[config.mk]
export PLATFORM = sky130hd
export DESIGN_NAME = multi_lock_ctrl
export DESIGN_NICKNAME = d
export VERILOG_FILES = /design/src/rtl/lock_pkg.sv /design/src/rtl/lock_channel.sv /design/src/rtl/multi_lock_ctrl.sv
export SDC_FILE = /design/constraint.sdc
export NUM_CORES = 1
export LEC_CHECK = 0
export CORE_ASPECT_RATIO = 1.5
export CORE_MARGIN = 4
export CORE_UTILIZATION = 59
export DETAILED_ROUTE_END_ITERATION = 6
export GPL_ROUTABILITY_DRIVEN = 0
export PLACE_DENSITY_LB_ADDON = 0.08
export SYNTH_ARGS = -nofsm -noshare
export SYNTH_HDL_FRONTEND = slang
export SYNTH_HIERARCHICAL = 1
export SYNTH_SLANG_ARGS = --single-unit
[constraint.sdc]
create_clock -name clk5 -period 1.9 [get_ports clk5]
set_clock_uncertainty 0.05 [all_clocks]
set_input_delay 0.38 -clock clk5 [delete_from_list [all_inputs] [get_ports clk5]]
set_output_delay 0.38 -clock clk5 [all_outputs]
set_load 0.02 [all_outputs]
[src/rtl/lock_pkg.sv]
// Shared definitions for the multi-door lock controller: channel state
// encoding and default timing parameters.
package lock_pkg;

    typedef enum logic {
        LOCKED   = 1'b0,
        UNLOCKED = 1'b1
    } lock_state_t;

    localparam int DEFAULT_RELOCK_CYCLES = 25;
    localparam int DEFAULT_CNT_W         = 16;

endpackage

[src/rtl/lock_channel.sv]
// One door channel: LOCKED/UNLOCKED state with an auto-relock timer.
// The registered state is the observable debug view of the FSM.
module lock_channel
    import lock_pkg::*;
#(
    parameter int RELOCK_CYCLES = DEFAULT_RELOCK_CYCLES,
    parameter int CNT_W         = DEFAULT_CNT_W,
    parameter int AUTO_RELOCK   = 1
) (
    input  logic        clk5,
    input  logic        reset,
    input  logic        toggle,
    input  logic        force_lock,
    output lock_state_t state,
    output logic        relock_evt
);

    localparam logic [CNT_W-1:0] LAST_CNT = CNT_W'(RELOCK_CYCLES - 1);

    logic [CNT_W-1:0] cnt;
    logic             timeout;

    assign timeout = (AUTO_RELOCK != 0) && (cnt == LAST_CNT);

    always_ff @(posedge clk5 or negedge reset) begin
        if (!reset) begin
            state      <= LOCKED;
            cnt        <= '0;
            relock_evt <= 1'b0;
        end else begin
            relock_evt <= 1'b0;
            if (force_lock) begin
                state <= LOCKED;
                cnt   <= '0;
            end else begin
                case (state)
                    LOCKED: begin
                        if (toggle) begin
                            state <= UNLOCKED;
                            cnt   <= '0;
                        end
                    end
                    UNLOCKED: begin
                        // A manual toggle wins over a simultaneous timeout, so no event.
                        if (toggle) begin
                            state <= LOCKED;
                            cnt   <= '0;
                        end else if (timeout) begin
                            state      <= LOCKED;
                            cnt        <= '0;
                            relock_evt <= 1'b1;
                        end else if (AUTO_RELOCK != 0) begin
                            cnt <= cnt + CNT_W'(1);
                        end
                    end
                    default: begin
                        state <= LOCKED;
                        cnt   <= '0;
                    end
                endcase
            end
        end
    end

endmodule

[src/rtl/multi_lock_ctrl.sv]
// Multi-door lock controller: N_DOORS independent lock channels sharing the
// keypad override and the emergency force_lock.
module multi_lock_ctrl
    import lock_pkg::*;
#(
    parameter int N_DOORS       = 2,
    parameter int RELOCK_CYCLES = DEFAULT_RELOCK_CYCLES,
    parameter int CNT_W         = DEFAULT_CNT_W,
    parameter int AUTO_RELOCK   = 1
) (
    input  logic               clk5,
    input  logic               reset,
    input  logic [N_DOORS-1:0] CleanPB,
    input  logic [N_DOORS-1:0] ToggleLock,
    input  logic               override,
    input  logic               force_lock,
    output logic [N_DOORS-1:0] unlock,
    output logic [N_DOORS-1:0] relock_evt,
    output logic               any_unlocked
);

    lock_state_t chan_state [N_DOORS];

    genvar i;
    generate
        for (i = 0; i < N_DOORS; i++) begin : g_chan
            logic toggle;

            // Button and keypad are OR-ed, so both at once still toggle only once.
            assign toggle = CleanPB[i] | (ToggleLock[i] & ~override);

            lock_channel #(
                .RELOCK_CYCLES(RELOCK_CYCLES),
                .CNT_W        (CNT_W),
                .AUTO_RELOCK  (AUTO_RELOCK)
            ) u_chan (
                .clk5      (clk5),
                .reset     (reset),
                .toggle    (toggle),
                .force_lock(force_lock),
                .state     (chan_state[i]),
                .relock_evt(relock_evt[i])
            );

            assign unlock[i] = (chan_state[i] == UNLOCKED);
        end
    endgenerate

    assign any_unlocked = |unlock;

endmodule

* Word level (Yosys, flattened, before mapping)
Index checks and enable logic that the tools add are counted.
Storage, ports and cells: bits in registers 36, input port bits 8, output and inout port bits 5, word-level logic and storage cells 48
Cells by class: add/sub/neg operators 2, equality and inequality tests 4, muxes and demuxes 28, bitwise gates (word level) 7, reduce and logical (&&, ||, !) cells 1
Operators with widths (count):
- two-way mux 16 bit | 8
- one-hot mux 16 bit (2 select lines) | 2
- adder 16 x 1 -> 16 bit (second input constant) | 2
- == test 16 x 5 -> 1 bit (second input constant) | 2
- two-way mux 1 bit | 16
- inequality test 3 bit (second input constant) | 2
- one-hot mux 1 bit (2 select lines) | 2
- NOT 1 bit | 3
- bitwise AND 1 bit | 2
- bitwise OR 1 bit | 2
- OR reduction 2 bit | 1

* Logic depth before layout (Yosys ltp)
Gate-level depths: netlist of the first run.
word-level depth 6, gate-level depth with buffers 7, mapped depth without buffers 6

* Hierarchy
Netlist of the first run, hierarchy kept.
By module, submodules not included:
- lock_channel | times used 2, cells an instance 122, area an instance 1101.1 um^2, seq. area each 450.4 um^2
- multi_lock_ctrl | times used 1, cells an instance 4, area an instance 25.0 um^2, seq. area each 0.0 um^2

* Worst setup path after synthesis of the first run
No wires, ideal clock.
path kind input-to-reg, start point input port override, end point register g_chan[0].u_chan.cnt[12], setup time 0.082 ns, arrival 1.517 ns, required time 1.768 ns, setup slack 0.251 ns, cell stages on the path 6, path buffers 1, cells stage by stage inv_1 -> a21o_1 -> nor3b_4 -> clkbuf_1 -> o211ai_1 -> a31oi_1
On the way: longest elaborated chain between the ends 6, elaborated cells between the ends (all ways) 7, those cells by class 1 x eq/ne; 3 x mux; 3 x bitwise
RTL lines:
- start: declaration | RTL line multi_lock_ctrl.sv:15 | input logic override,
- NOT 1 bit * | RTL line multi_lock_ctrl.sv:30 | assign toggle = CleanPB[i] | (ToggleLock[i] & ~override);
- bitwise AND 1 bit * | RTL line multi_lock_ctrl.sv:30
- bitwise OR 1 bit * | RTL line multi_lock_ctrl.sv:30
- named net g_chan[0].toggle | RTL line multi_lock_ctrl.sv:27 | logic toggle;
- two-way mux 16 bit | RTL line lock_channel.sv:45 | if (toggle) begin
- one-hot mux 16 bit (2 select lines) | RTL line lock_channel.sv:36 | case (state)
- two-way mux 16 bit | RTL line lock_channel.sv:32 | if (force_lock) begin
- end signal: assignment | RTL line lock_channel.sv:53 | cnt <= cnt + CNT_W'(1);
- end: declaration | RTL line lock_channel.sv:20 | logic [CNT_W-1:0] cnt;
The timed path passes the listed nets; every way through them passes the cells marked *. A chain may end at the register's enable or synchronous reset.

* Worst setup path in the final report of the first run
start point register g_chan[1].u_chan.state, end point output port unlock[1]
RTL lines:
- start: declaration | RTL line lock_channel.sv:14 | output lock_state_t state,
- start signal: assignment | RTL line lock_channel.sv:27 | state <= LOCKED;
- start signal: assignment | RTL line lock_channel.sv:33 | state <= LOCKED;
- start signal: assignment | RTL line lock_channel.sv:39 | state <= UNLOCKED;
- end: declaration | RTL line multi_lock_ctrl.sv:17 | output logic [N_DOORS-1:0] unlock,
No word-level cell between the ends.

==> run_results.csv, run 1 <==
group,metric,value,unit
status,status,"finished, final reports clean",
finish,final_layout_size_suffix_gt1_share,12.55,%
synth,unique_masters_post_synth,34,
sta,timing.max_slew.rel_slack,68.98,%
worst_setup_path,worst_path_required_time,1470,ps
routing,avgRoutedWirePerCell,16.73,microns
worst_setup_path,timing.critical_path.arrival,1350,ps
synth,synthesis.instances,248,
sta,setup-violations-final,0,
sta,timing.final.max_slew_violations,0,
finish,fin_area,2594,sq um
routing,drt_wl_total,5252,microns
synth,post_synth.cell_area_avg,8.980,sq um
worst_setup_path,worstPathMaxFanout,7,
finish,antennaDiodeCount,0,
worst_setup_path,setup.worst_path.class,"reg2out",
placed_design,buffers_on_ports,12,
flow_run,maxCapViolations,0,
placed_design,dp.final_hpwl,3743,microns
routing,detail_route.drc_violations,0,
routing,drtIter0Drc,88,
synth,synthesis.yosys.warnings,6,
routing,dr_total_vias,2081,
finish,final.fill_count,320,
synth,postSynthRegisterBits,36,
synth,synthArstFlopShare,100.0,%
clock_network,htreeDepth,2,
clock_network,insertion_delay,280,ps
grt,overflow,0,
sta,layout_min_cycle_time,1782,ps
floorplan,io-pin-count,13,
worst_setup_path,critPathMaxStageDelay,640,ps
floorplan,start_util,61.04,%
clock_network,cts_inserted_buffers,5,
floorplan,die_y,83.25,microns
clock_network,cts.repair_timing.setup_buffer_count,0,
clock_network,clkSinkCount,36,
sta,tightest_slew,465.3,ps
sta,final_worst_path_cycle_share,93.79,%
worst_setup_path,setup.worst_path.start_class,"flop",
placed_design,placedCellCount,305,
worst_setup_path,crit_buf_inv,1,
finish,layout.cells.most_common_list,"sky130_fd_sc_hd__a31oi_1 (38), sky130_fd_sc_hd__dfrtp_1 (35), sky130_fd_sc_hd__nand2_1 (24)",
routing,detail_route.first_pass.iterations,4,
placed_design,placedInstanceArea,2491,sq um
grt,global_route_wire_length_before_repair,9121,microns
clock_network,cts_tree,"done",
worst_setup_path,cp_cell_sequence,"clkdlybuf4s50_1",
sta,rsz_0062_raised_after_global_routing,"no",
routing,routed_via_density,6.627,
floorplan,fp.dieArea,4842,sq um
finish,final_cells,314,
synth,synthesized_net_count,260,
grt,first_global_vias,2012,
clock_network,clock_path_buffers,2,
worst_setup_path,crit_path_top_delay_cell,"sky130_fd_sc_hd__clkdlybuf4s50_1",
pwr,finalPower,1.472,mW
pwr,total_leakage_power,1.014,nW
grt,antenna_found_initial,0,
floorplan,floorplan.rows,27,
pwr,vdd_drop_max,0.3869,mV
sta,timing.final.hold_violations,0,
routing,drt.antenna.violating_nets,0,
sta,maxClockFrequency,561.2,MHz
pwr,power.density_cell_area,567.7,nW/um^2
synth,synth-edff-count,0,
clock_network,clkSlewWorstSetupHoldPaths,70,ps
worst_setup_path,cp-end-kind,"output pin",
synth,dominantRegCellSynth,"sky130_fd_sc_hd__dfrtp_1",
finish,layout_commonest_cell,"sky130_fd_sc_hd__a31oi_1",
floorplan,design.core.area,3649,sq um
finish,areaGrowthSynthToFinish,16.46,%
worst_hold_path,hp-class,"reg2reg",
finish,layout.nets,282,
grt,track_usage,23.54,%
grt,grt_start_max_net_pins,29,
synth,synth.yosys.seq_area_share,40.45,%
clock_network,cell_at_the_root_of_the_clock_tree,"sky130_fd_sc_hd__clkbuf_8",
worst_setup_path,worst_path_dominant_cell_family,"buffers and inverters",
synth,syn_area,2227,sq um
floorplan,horizontal_extent_of_the_die,58.17,microns
[synthesized netlist by cell type (6+ instances only)]
library cell               number  share of area [%]
sky130_fd_sc_hd__dfrtp_1       36                 40
sky130_fd_sc_hd__inv_1          7                1.2
sky130_fd_sc_hd__a31oi_1       38                 11
sky130_fd_sc_hd__or3_1          6                1.7
sky130_fd_sc_hd__nand4_1       10                2.8
sky130_fd_sc_hd__nand3_1       22                4.9
sky130_fd_sc_hd__nor3_1        10                2.2
sky130_fd_sc_hd__buf_2          6                1.3
sky130_fd_sc_hd__a21oi_1        6                1.3
sky130_fd_sc_hd__o211ai_1      10                3.4
sky130_fd_sc_hd__nor4_1        12                3.4
sky130_fd_sc_hd__o21ai_1        8                1.8
sky130_fd_sc_hd__nand2_1       24                4.0
[path summary, 6_finish.rpt]
check                                                startpoint                               endpoint  slack (ps)  depth (start not counted)
min in group asynchronous                                 reset  g_chan[1].u_chan/relock_evt$_DFF_PN0_         530                          2
max in group asynchronous                                 reset   g_chan[0].u_chan/cnt[15]$_DFFE_PN0P_         810                          3
hold reg to reg            g_chan[0].u_chan/cnt[15]$_DFFE_PN0P_   g_chan[0].u_chan/cnt[15]$_DFFE_PN0P_         460                          1
hold / removal             g_chan[0].u_chan/cnt[15]$_DFFE_PN0P_   g_chan[0].u_chan/cnt[15]$_DFFE_PN0P_         460                          1
setup / recovery               g_chan[1].u_chan/state$_DFF_PN0_                              unlock[1]         120                          1
setup reg to reg            g_chan[1].u_chan/cnt[0]$_DFFE_PN0P_   g_chan[1].u_chan/cnt[12]$_DFFE_PN0P_         150                          7
[per-stage QoR]
stage / TNS, ps / hold WS [ps] / worst slack [ps] / utilization [%]
6_report: 0 / 464.1 / 118.0 / 71.09
5_1_grt: 0 / 479.4 / 6.328 / 71.09
4_1_cts: 0 / 452.4 / 98.02 / 71.06
3_5_place_dp: -1431 / 298.3 / -112.6 / 68.28
3_3_place_gp: -790.6 / 294.4 / -48.76 / 68.28
2_1_floorplan: 0 / 34.41 / 251.1 / -
[area by class of cell]
class	instances	area, sq um	area share, %
clock buffers	6	82.58	3.184
clock inverters	2	10.01	0.3859
inverters	7	26.28	1.013
multi-input cells	191	1237	47.71
flip-flops and latches	36	902.1	34.78
well taps	43	53.80	2.074
repair buffers	29	281.5	10.85
[cell families after synthesis]
group	share of synthesized area (%)
DFF	40.45
and+or+nand+nor	33.88
adders and majority gates	2.247
AOI/OAI and AO/OA	19.44
buffers and inverters	3.989
[power breakdown]
part | switching [mW] | internal [mW] | total (mW)
clock network | 0.271 | 0.289 | 0.561
logic | 0.0711 | 0.0606 | 0.132
registers | 0.00842 | 0.771 | 0.780
total | 0.351 | 1.12 | 1.47
[what timing repair did]
action                     in CTS  in global routing
hold endpoints to repair       17                  0
gates resized for setup         1                  1
setup endpoints to repair       1                  1
hold buffers                    1                  0
[state kept, by name (all words and copies together), names as in the netlist]
signal and cells:
g_chan.u_chan/cnt 32, g_chan.u_chan/relock_evt 2, g_chan.u_chan/state 2
[layer usage]
layer / track usage, % / vias to the layer above / routed length, microns
li1: - / 1026 / -
met1: 28.09 / 1011 / 2139
met2: 41.05 / 36 / 2891
met3: 4.044 / 8 / 134
met4: 8.650 / 0 / 87
met5: 0 / - / 0
Note: power is estimated with default switching activity, not from simulation.
==> run 2, diff against run 1 <==
- CORE_UTILIZATION: 59 -> 45
- SKIP_LAST_GASP: not set -> 1
==> run_results.csv, run 2 (synthesized netlist as in run 1, its figures left out) <==
group,metric,value,unit
finish,final_util,55.12,%
routing,detail_route.drc_violations,0,
clock_network,cts.repair_timing.setup_buffer_count,0,
finish,layout.nets,284,
floorplan,io-pin-count,13,
routing,dr_total_vias,2072,
worst_setup_path,number_of_cells_on_the_critical_path,1,
placed_design,buffers_on_ports,12,
grt,overflow,0,
status,status,"finished, final reports clean",
routing,drt_wl_total,5514,microns
routing,drtIter0Drc,145,
floorplan,fp.dieArea,6162,sq um
finish,max_reg_flops,32,
routing,avgRoutedWirePerCell,16.27,microns
finish,antennaDiodeCount,0,
sta,timing.final.hold_violations,0,
finish,layout_commonest_cell,"sky130_fd_sc_hd__a31oi_1",
sta,maxClockFrequency,558.5,MHz
grt,global_route_wire_length_before_repair,9563,microns
clock_network,cell_at_the_root_of_the_clock_tree,"sky130_fd_sc_hd__clkbuf_8",
sta,tightest_slew,459.2,ps
worst_setup_path,depth_of_the_most_critical_reg_to_reg_path,5,
clock_network,insertion_delay,290,ps
clock_network,clkSinkCount,36,
sta,final_worst_path_cycle_share,94.24,%
finish,final_layout_size_suffix_gt1_share,12.45,%
pwr,power.density_cell_area,601.5,nW/um^2
worst_setup_path,crit_path_top_delay_cell,"sky130_fd_sc_hd__clkdlybuf4s50_1",
worst_setup_path,worstPathMaxFanout,7,
finish,layout.cells.most_common_list,"sky130_fd_sc_hd__a31oi_1 (38), sky130_fd_sc_hd__dfrtp_1 (36), sky130_fd_sc_hd__nand2_1 (24)",
worst_setup_path,r2r_path_end,"g_chan[1].u_chan/cnt[14]$_DFFE_PN0P_",
worst_setup_path,reg2reg_setup_slack,130,ps
placed_design,dp.final_hpwl,3943,microns
grt,first_global_vias,1951,
worst_setup_path,timing.critical_path.arrival,1360,ps
clock_network,cts_inserted_buffers,5,
floorplan,die_y,94.16,microns
routing,detail_route.first_pass.iterations,5,
pwr,finalPower,1.595,mW
routing,drt.antenna.violating_nets,0,
flow_run,maxCapViolations,0,
worst_setup_path,critPathMaxStageDelay,640,ps
worst_setup_path,rr_startpoint,"g_chan[1].u_chan/cnt[0]$_DFFE_PN0P_",
grt,grt_start_max_net_pins,29,
worst_setup_path,worst_path_dominant_cell_family,"buffers and inverters",
sta,final_critical_path_setup_slack,109.5,ps
floorplan,design.core.area,4810,sq um
finish,areaGrowthSynthToFinish,19.04,%
routing,routed_via_density,6.112,
pwr,vdd_drop_max,0.2843,mV
floorplan,horizontal_extent_of_the_die,65.44,microns
worst_setup_path,cp-end-kind,"output pin",
pwr,total_leakage_power,1.030,nW
grt,track_usage,19.91,%
sta,setup-violations-final,0,
sta,timing.final.max_slew_violations,0,
worst_setup_path,setup.worst_path.class,"reg2out",
finish,final.fill_count,471,
placed_design,preCtsSetupSlack,-127.3,ps
finish,largest-register,"g_chan.u_chan/cnt",
grt,antenna_found_initial,0,
clock_network,clkSlewWorstSetupHoldPaths,80,ps
worst_setup_path,endpoint,"unlock[1]",
sta,layout_min_cycle_time,1790,ps
clock_network,cts_tree,"done",
worst_setup_path,worst_path_required_time,1470,ps
floorplan,floorplan.rows,31,
worst_setup_path,setup.worst_path.start_class,"flop",
sta,rsz_0062_raised_after_global_routing,"no",
worst_setup_path,cp_cell_sequence,"clkdlybuf4s50_1",
sta,timing.max_slew.rel_slack,69.39,%
finish,largest_registers,"g_chan.u_chan/cnt (32), g_chan.u_chan/relock_evt (2), g_chan.u_chan/state (2)",
worst_setup_path,crit_buf_inv,1,
worst_hold_path,hp-class,"reg2reg",
clock_network,clock_path_buffers,2,
floorplan,start_util,46.31,%
worst_setup_path,startpoint,"g_chan[1].u_chan/state$_DFF_PN0_",
clock_network,htreeDepth,2,
[run 2: cell count changes in the layout (fill, tap and decap cells not counted), sizes merged]
cell	before	now
buf	17	19
bufinv	0	1
clkinv	2	1
[run 2: worst min path at each step]
stage	slack, ps	startpoint	to	depth (start not counted)
after global placement	300	reset	g_chan[1].u_chan/relock_evt$_DFF_PN0_	1
after detailed placement	310	reset	g_chan[1].u_chan/relock_evt$_DFF_PN0_	1
final	450	g_chan[1].u_chan/cnt[15]$_DFFE_PN0P_	g_chan[1].u_chan/cnt[15]$_DFFE_PN0P_	1
after floorplan	30	reset	g_chan[0].u_chan/cnt[0]$_DFFE_PN0P_	0
after global routing	470	g_chan[1].u_chan/cnt[15]$_DFFE_PN0P_	g_chan[1].u_chan/cnt[15]$_DFFE_PN0P_	1
after CTS	450	g_chan[1].u_chan/cnt[15]$_DFFE_PN0P_	g_chan[1].u_chan/cnt[15]$_DFFE_PN0P_	1
[run 2: metal layers]
layer	global-route usage, %	wire, microns	up-vias
met5	0	0	-
met4	7.093	85	0
met3	3.353	146	9
met2	35.76	2985	35
met1	23.34	2297	1000
li1	-	-	1028
[run 2: report_power, final]
part	total, mW	internal, mW	switching [mW]
logic	0.137	0.0647	0.0727
registers	0.779	0.771	0.00828
clock network	0.678	0.390	0.288
total	1.59	1.23	0.369
[run 2: cell type report]
class	instances	area [sq um]	share of cell area (%)
sequential	36	900.9	33.98
timing repair buffer	31	296.5	11.18
tap	66	82.58	3.115
clock buffer	6	72.57	2.737
multi-input combinational	191	1237	46.67
clock inverter	2	35.03	1.321
inverter	7	26.28	0.9910
[run 2: timing repair]
| item | 4_1_cts | 5_1_grt |
|---|---|---|
| setup endpoints to repair | 1 | 0 |
| hold buffers | 1 | 0 |
| resized for setup | 1 | 0 |
| hold endpoints to repair | 17 | 0 |
[run 2: per-stage QoR]
stage	instance area (sq um)	cells	hold WS, ps	TNS (ps)
2_1_floorplan	2227	248	34.41	0
3_3_place_gp	2535	330	300.2	-1440
3_5_place_dp	2535	330	305.8	-1645
4_1_cts	2651	339	447.1	0
5_1_grt	2651	339	469.6	0
6_report	2651	339	449.1	0
